### src/rtl/led_pattern_gen.sv
// LED pattern generator: binary count, chase, bounce and PWM fade.
// A debounced button press advances the display mode.
module led_pattern_gen #(
    parameter int WIDTH         = 8,
    parameter int LOG2DELAY     = 22,
    parameter int DEBOUNCE_BITS = 16,
    parameter int PWM_BITS      = 4
) (
    input  logic             clk,
    input  logic             rst,
    input  logic             sel,
    output logic [WIDTH-1:0] led,
    output logic [1:0]       mode
);

    typedef enum logic [1:0] {
        MODE_BINARY = 2'd0,
        MODE_CHASE  = 2'd1,
        MODE_BOUNCE = 2'd2,
        MODE_FADE   = 2'd3
    } mode_e;

    localparam logic [LOG2DELAY-1:0]     PRE_ONE  = 1;
    localparam logic [DEBOUNCE_BITS-1:0] DB_ONE   = 1;
    localparam logic [DEBOUNCE_BITS-1:0] DB_MAX   = '1;
    localparam logic [WIDTH-1:0]         CNT_ONE  = 1;
    localparam logic [WIDTH-1:0]         POS_INIT = 1;
    localparam logic [PWM_BITS-1:0]      LVL_ONE  = 1;
    localparam logic [PWM_BITS-1:0]      LVL_MAX  = '1;
    localparam logic [PWM_BITS-1:0]      LVL_PEN  = LVL_MAX - LVL_ONE;

    mode_e                    mode_q, mode_d;
    logic [LOG2DELAY-1:0]     pre_q, pre_d;
    logic                     sync1_q, sync2_q;
    logic                     db_level_q, db_level_d;
    logic                     db_prev_q;
    logic [DEBOUNCE_BITS-1:0] db_cnt_q, db_cnt_d;
    logic [WIDTH-1:0]         count_q, count_d;
    logic [WIDTH-1:0]         pos_q, pos_d;
    logic                     dir_down_q, dir_down_d;
    logic [PWM_BITS-1:0]      lvl_q, lvl_d;
    logic                     fade_down_q, fade_down_d;
    logic [PWM_BITS-1:0]      pwm_q, pwm_d;
    logic [WIDTH-1:0]         led_q, led_d;
    logic                     tick;
    logic                     press;

    assign pre_d = pre_q + PRE_ONE;
    assign pwm_d = pwm_q + LVL_ONE;
    assign tick  = &pre_q;
    assign press = db_level_q & ~db_prev_q;

    // Counter only runs while the synchronised input disagrees with the
    // accepted level, so any bounce back restarts the qualification window.
    always_comb begin
        db_level_d = db_level_q;
        db_cnt_d   = '0;
        if (sync2_q != db_level_q) begin
            if (db_cnt_q == DB_MAX) begin
                db_level_d = ~db_level_q;
            end else begin
                db_cnt_d = db_cnt_q + DB_ONE;
            end
        end
    end

    always_comb begin
        mode_d      = mode_q;
        count_d     = count_q;
        pos_d       = pos_q;
        dir_down_d  = dir_down_q;
        lvl_d       = lvl_q;
        fade_down_d = fade_down_q;
        if (press) begin
            mode_d      = mode_e'(mode_q + 2'd1);
            count_d     = '0;
            pos_d       = POS_INIT;
            dir_down_d  = 1'b0;
            lvl_d       = '0;
            fade_down_d = 1'b0;
        end else if (tick) begin
            unique case (mode_q)
                MODE_BINARY: begin
                    count_d = count_q + CNT_ONE;
                end
                MODE_CHASE: begin
                    pos_d = {pos_q[WIDTH-2:0], pos_q[WIDTH-1]};
                end
                MODE_BOUNCE: begin
                    if (!dir_down_q) begin
                        pos_d = pos_q << 1;
                        if (pos_q[WIDTH-2]) dir_down_d = 1'b1;
                    end else begin
                        pos_d = pos_q >> 1;
                        if (pos_q[1]) dir_down_d = 1'b0;
                    end
                end
                MODE_FADE: begin
                    if (!fade_down_q) begin
                        lvl_d = lvl_q + LVL_ONE;
                        if (lvl_q == LVL_PEN) fade_down_d = 1'b1;
                    end else begin
                        lvl_d = lvl_q - LVL_ONE;
                        if (lvl_q == LVL_ONE) fade_down_d = 1'b0;
                    end
                end
                default: begin
                    count_d = count_q;
                end
            endcase
        end
    end

    always_comb begin
        led_d = '0;
        unique case (mode_q)
            MODE_BINARY: led_d = count_q;
            MODE_CHASE:  led_d = pos_q;
            MODE_BOUNCE: led_d = pos_q;
            MODE_FADE:   led_d = {WIDTH{pwm_q < lvl_q}};
            default:     led_d = '0;
        endcase
    end

    always_ff @(posedge clk) begin
        if (rst) begin
            mode_q      <= MODE_BINARY;
            pre_q       <= '0;
            sync1_q     <= 1'b0;
            sync2_q     <= 1'b0;
            db_level_q  <= 1'b0;
            db_prev_q   <= 1'b0;
            db_cnt_q    <= '0;
            count_q     <= '0;
            pos_q       <= POS_INIT;
            dir_down_q  <= 1'b0;
            lvl_q       <= '0;
            fade_down_q <= 1'b0;
            pwm_q       <= '0;
            led_q       <= '0;
        end else begin
            mode_q      <= mode_d;
            pre_q       <= pre_d;
            sync1_q     <= sel;
            sync2_q     <= sync1_q;
            db_level_q  <= db_level_d;
            db_prev_q   <= db_level_q;
            db_cnt_q    <= db_cnt_d;
            count_q     <= count_d;
            pos_q       <= pos_d;
            dir_down_q  <= dir_down_d;
            lvl_q       <= lvl_d;
            fade_down_q <= fade_down_d;
            pwm_q       <= pwm_d;
            led_q       <= led_d;
        end
    end

    assign led  = led_q;
    assign mode = mode_q;

endmodule

### config.mk
export PLATFORM = sky130hd
export DESIGN_NAME = led_pattern_gen
export DESIGN_NICKNAME = d
export VERILOG_FILES = /design/src/rtl/led_pattern_gen.sv
export SDC_FILE = /design/constraint.sdc
export NUM_CORES = 1
export LEC_CHECK = 0
export BUFFER_PORTS_ARGS = -buffer_cell sky130_fd_sc_hd__buf_2
export CORE_AREA = 2 2 88 90
export CTS_BUF_LIST = sky130_fd_sc_hd__clkbuf_4 sky130_fd_sc_hd__clkbuf_8
export CTS_CLUSTER_SIZE = 14
export DETAILED_ROUTE_END_ITERATION = 16
export DIE_AREA = 0 0 90 92
export PLACE_DENSITY = 0.68
export SETUP_SLACK_MARGIN = 0.2
export SYNTH_ARGS = -nofsm -noshare
export SYNTH_HDL_FRONTEND = slang
export SYNTH_SLANG_ARGS = --single-unit
export TNS_END_PERCENT = 5
### constraint.sdc
create_clock -name clk -period 2.5 [get_ports clk]
set_input_delay 0.5 -clock clk [delete_from_list [all_inputs] [get_ports clk]]
set_output_delay 0.5 -clock clk [all_outputs]
set_load 0.02 [all_outputs]
==> metrics.yaml <==
global_routing:
  grt_pass1_vias: 2920
  grt_max_degree: 27
  grt_usage: 0.199
  grt_pass1_wl_mm: 13.5
  grt_overflow: 0
  antenna_found_initial: 0
worst_setup_path:
  worstSetupEndpointType: "flip-flop"
  max_stage_delay_ns: 0.66
  ff2ff_setup_slack_ns: 0.35
  crit_required_ns: 2.81
  arrival_ns: 2.45
  reg2reg_from: "db_cnt_q[0]$_SDFF_PP0_"
  critical_path_class: "flip-flop to flip-flop"
  path_delay_family: "simple AND/OR/NAND/NOR gates"
  r2r_cells: 5
  crit_buf_inv: 0
  cp-start-kind: "flip-flop"
  worst_path_max_delay_cell: "or4b_2"
  crit_chain: "ha_1 -> nand4_1 -> or4_1 -> or4b_2 -> nand2_1"
  crit_fanout: 6
  crit_start: "db_cnt_q[0]$_SDFF_PP0_"
  worst-path-stages: 5
place:
  port_buffers: 12
  dp_hpwl_mm: 5.43
  gp_congestion: 0.762
logic_synthesis:
  yosys-top-cells-area: "dfxtp_1 (41%), a21oi_1 (5.8%), ha_1 (5.0%)"
  syn-num-nets: 453
  synthFlopType: "dfxtp_1"
  synth_cells: 435
  ys_types: 44
  netlist_area_um2: 3780
  ys_seq_area_frac: 0.413
  synth_area_leader_cell: "dfxtp_1"
  synth_warnings: 0
  ys_seq_elements: 78
  async_reset_ff_frac: 0
  synth_edf_count: 0
  yosysTopAreaCellShare: 0.413
  syn_area_per_cell_um2: 8.68
sta:
  timing.final.crit_share: 0.859
  final_max_slew_viol_count: 0
  fmax_mhz: 466
  rsz0062_at_grt: "false"
  hold_ws_ns: 0.350
  finalHoldViolCount: 0
  setup_viol: 0
  worst_pin_slew_ns: 0.643
  slew-limit-headroom: 0.571
  period_needed_ns: 2.15
  finClkSkew_ns: 0.0148
  tns_ns: 0
final_layout:
  fill_cells: 702
  drive_gt1_frac: 0.107
  nets: 460
  diodes: 0
  area_growth_pct: 9.74
status:
  status: "finished, final reports clean"
pwr:
  peakVddDrop_v: 0.000388
  clkPwrFrac: 0.425
  switchingPower_w: 0.000517
  internal-power_w: 0.00177
  combPwrFrac: 0.024
  power.leakage_nw: 1.41
  power_density_nw_per_um2: 552
  swShare: 0.226
  seqPwrFrac: 0.550
worst_hold_path:
  hold_start: "sel"
  hold_depth: 2
  hold_class: "primary input to flip-flop"
clock_tree:
  ctsHtreeMaxLevel: 3
  clk_path_buf_depth: 2
  cts_hold_buf: 0
  post_cts_resized: 0
  path_clk_slew_ns: 0.08
  insertion_delay_ns: 0.36
  post_cts.repair.setup_buffers: 0
  cts_buffers: 9
  cts_tree: "done"
  cts_sinks: 78
  clockRootBuffer: "clkbuf_8"
floorplan:
  ios: 13
  die_x_um: 90
  die_y_um: 92
  rows: 32
  start_util: 0.507
  core_um2: 7450
  dieArea_um2: 8280
route:
  drt_iter0_drc: 157
  wl_per_cell_um: 14.4
  vias: 3176
  finalWirelength_mm: 7.92
  ant_nets: 0
  firstDrtPassIters: 4
  drc_errors: 0
  via_per_inst: 5.79
job:
  cap_violations: 0
[power groups by stage]
stage	sequential (W)	clock [W]	combinational, W
after detailed placement	0.00129	0	0.0000559
after floorplan	0.00129	0	0.0000415
after global routing	0.00126	0.00102	0.0000641
final	0.00126	0.000973	0.0000558
after global placement	0.00129	0	0.0000546
after CTS	0.00126	0.000995	0.0000561
[synthesized netlist by cell type (all sizes together), types with 9 or more instances]
master,n
dfxtp,78
a21oi,44
nor2,34
inv,21
clkbuf,20
or4,20
nand2,19
nand4,17
nand3,16
a211oi,15
ha,15
o31ai,14
xnor2,13
o21ai,12
xor2,12
nor2b,9
[worst register-to-register path: stages, from the launching register on]
cell and delay [ns]:
dfxtp_1 0.36, ha_1 0.23, nand4_1 0.16, or4_1 0.61, or4b_2 0.66, nand2_1 0.08
[through the flow]
stage	setup WS, ns	total power [W]	util	instances	instance area [um^2]
global route	0.255	0.00235	0.557	549	4150
global placement	0.416	0.00134	0.529	533	3940
CTS	0.354	0.00231	0.557	549	4150
floorplan	0.494	0.00133	-	435	3780
finish	0.352	0.00229	0.557	549	4150
detailed placement	0.381	0.00134	0.529	533	3940
[worst paths after layout]
| path | endpoint |
|---|---|
| setup / recovery | db_level_q$_SDFFE_PP0P_ |
| hold / removal | sync1_q$_SDFF_PP0_ |
| setup reg to reg | db_level_q$_SDFFE_PP0P_ |
| hold reg to reg | pre_q[0]$_SDFF_PP0_ |
[logic make-up (layout without fill, tap and decap cells)]
group / count (synthesis) / count (layout) / synth area share
DFF: 78 / 78 / 0.413
xor gates and xnor gates: 25 / 25 / 0.0580
muxes: 7 / 7 / 0.0185
adders and majority gates: 15 / 15 / 0.0497
AOI/OAI and AO/OA: 111 / 111 / 0.186
and+or+nand+nor: 151 / 151 / 0.223
buffers and inverters: 48 / 60 / 0.0507
[registers in the layout (all words and copies together), names as in the netlist]
signal / flops
count_q: 8
db_cnt_q: 16
db_level_q: 1
db_prev_q: 1
dir_down_q: 1
fade_down_q: 1
led: 8
lvl_q: 4
mode: 2
pos_q: 8
pre_q: 22
pwm_q: 4
sync1_q: 1
sync2_q: 1
[cell usage in the layout (no fill, tap or decap), types with 4 or more instances in the layout]
cell type	n
or2_2	4
nor2_1	34
a31oi_1	8
ha_1	15
and3_1	5
or3_1	5
a211oi_1	15
xnor2_1	13
o31ai_1	14
nand4_1	16
clkbuf_8	10
nand2_1	19
nor3_1	5
buf_4	11
nor2b_1	9
buf_2	12
nand3_1	15
a21oi_1	44
dfxtp_1	78
or4_1	19
mux2i_1	7
a211o_1	8
o21ai_0	12
nand2b_1	4
xor2_1	12
inv_1	21
[cell type report]
| class | count | area [um^2] | area share |
|---|---|---|---|
| sequential | 78 | 1560 | 0.377 |
| multi-input combinational | 309 | 2030 | 0.490 |
| clock buffer | 11 | 145 | 0.0350 |
| inverter | 21 | 78.8 | 0.0190 |
| timing repair buffer | 23 | 143 | 0.0344 |
| tap | 102 | 128 | 0.0308 |
| clock inverter | 5 | 58.8 | 0.0142 |
[layer usage]
layer	part of all wire	wire, um	vias up	GRT usage
li1	-	-	1605	-
met1	0.49	3860	1497	0.266
met2	0.45	3600	64	0.314
met3	0.043	340	10	0.0394
met4	0.015	120	0	0.0872
met5	0	0	-	0
Note: power is estimated with default switching activity, not from simulation.
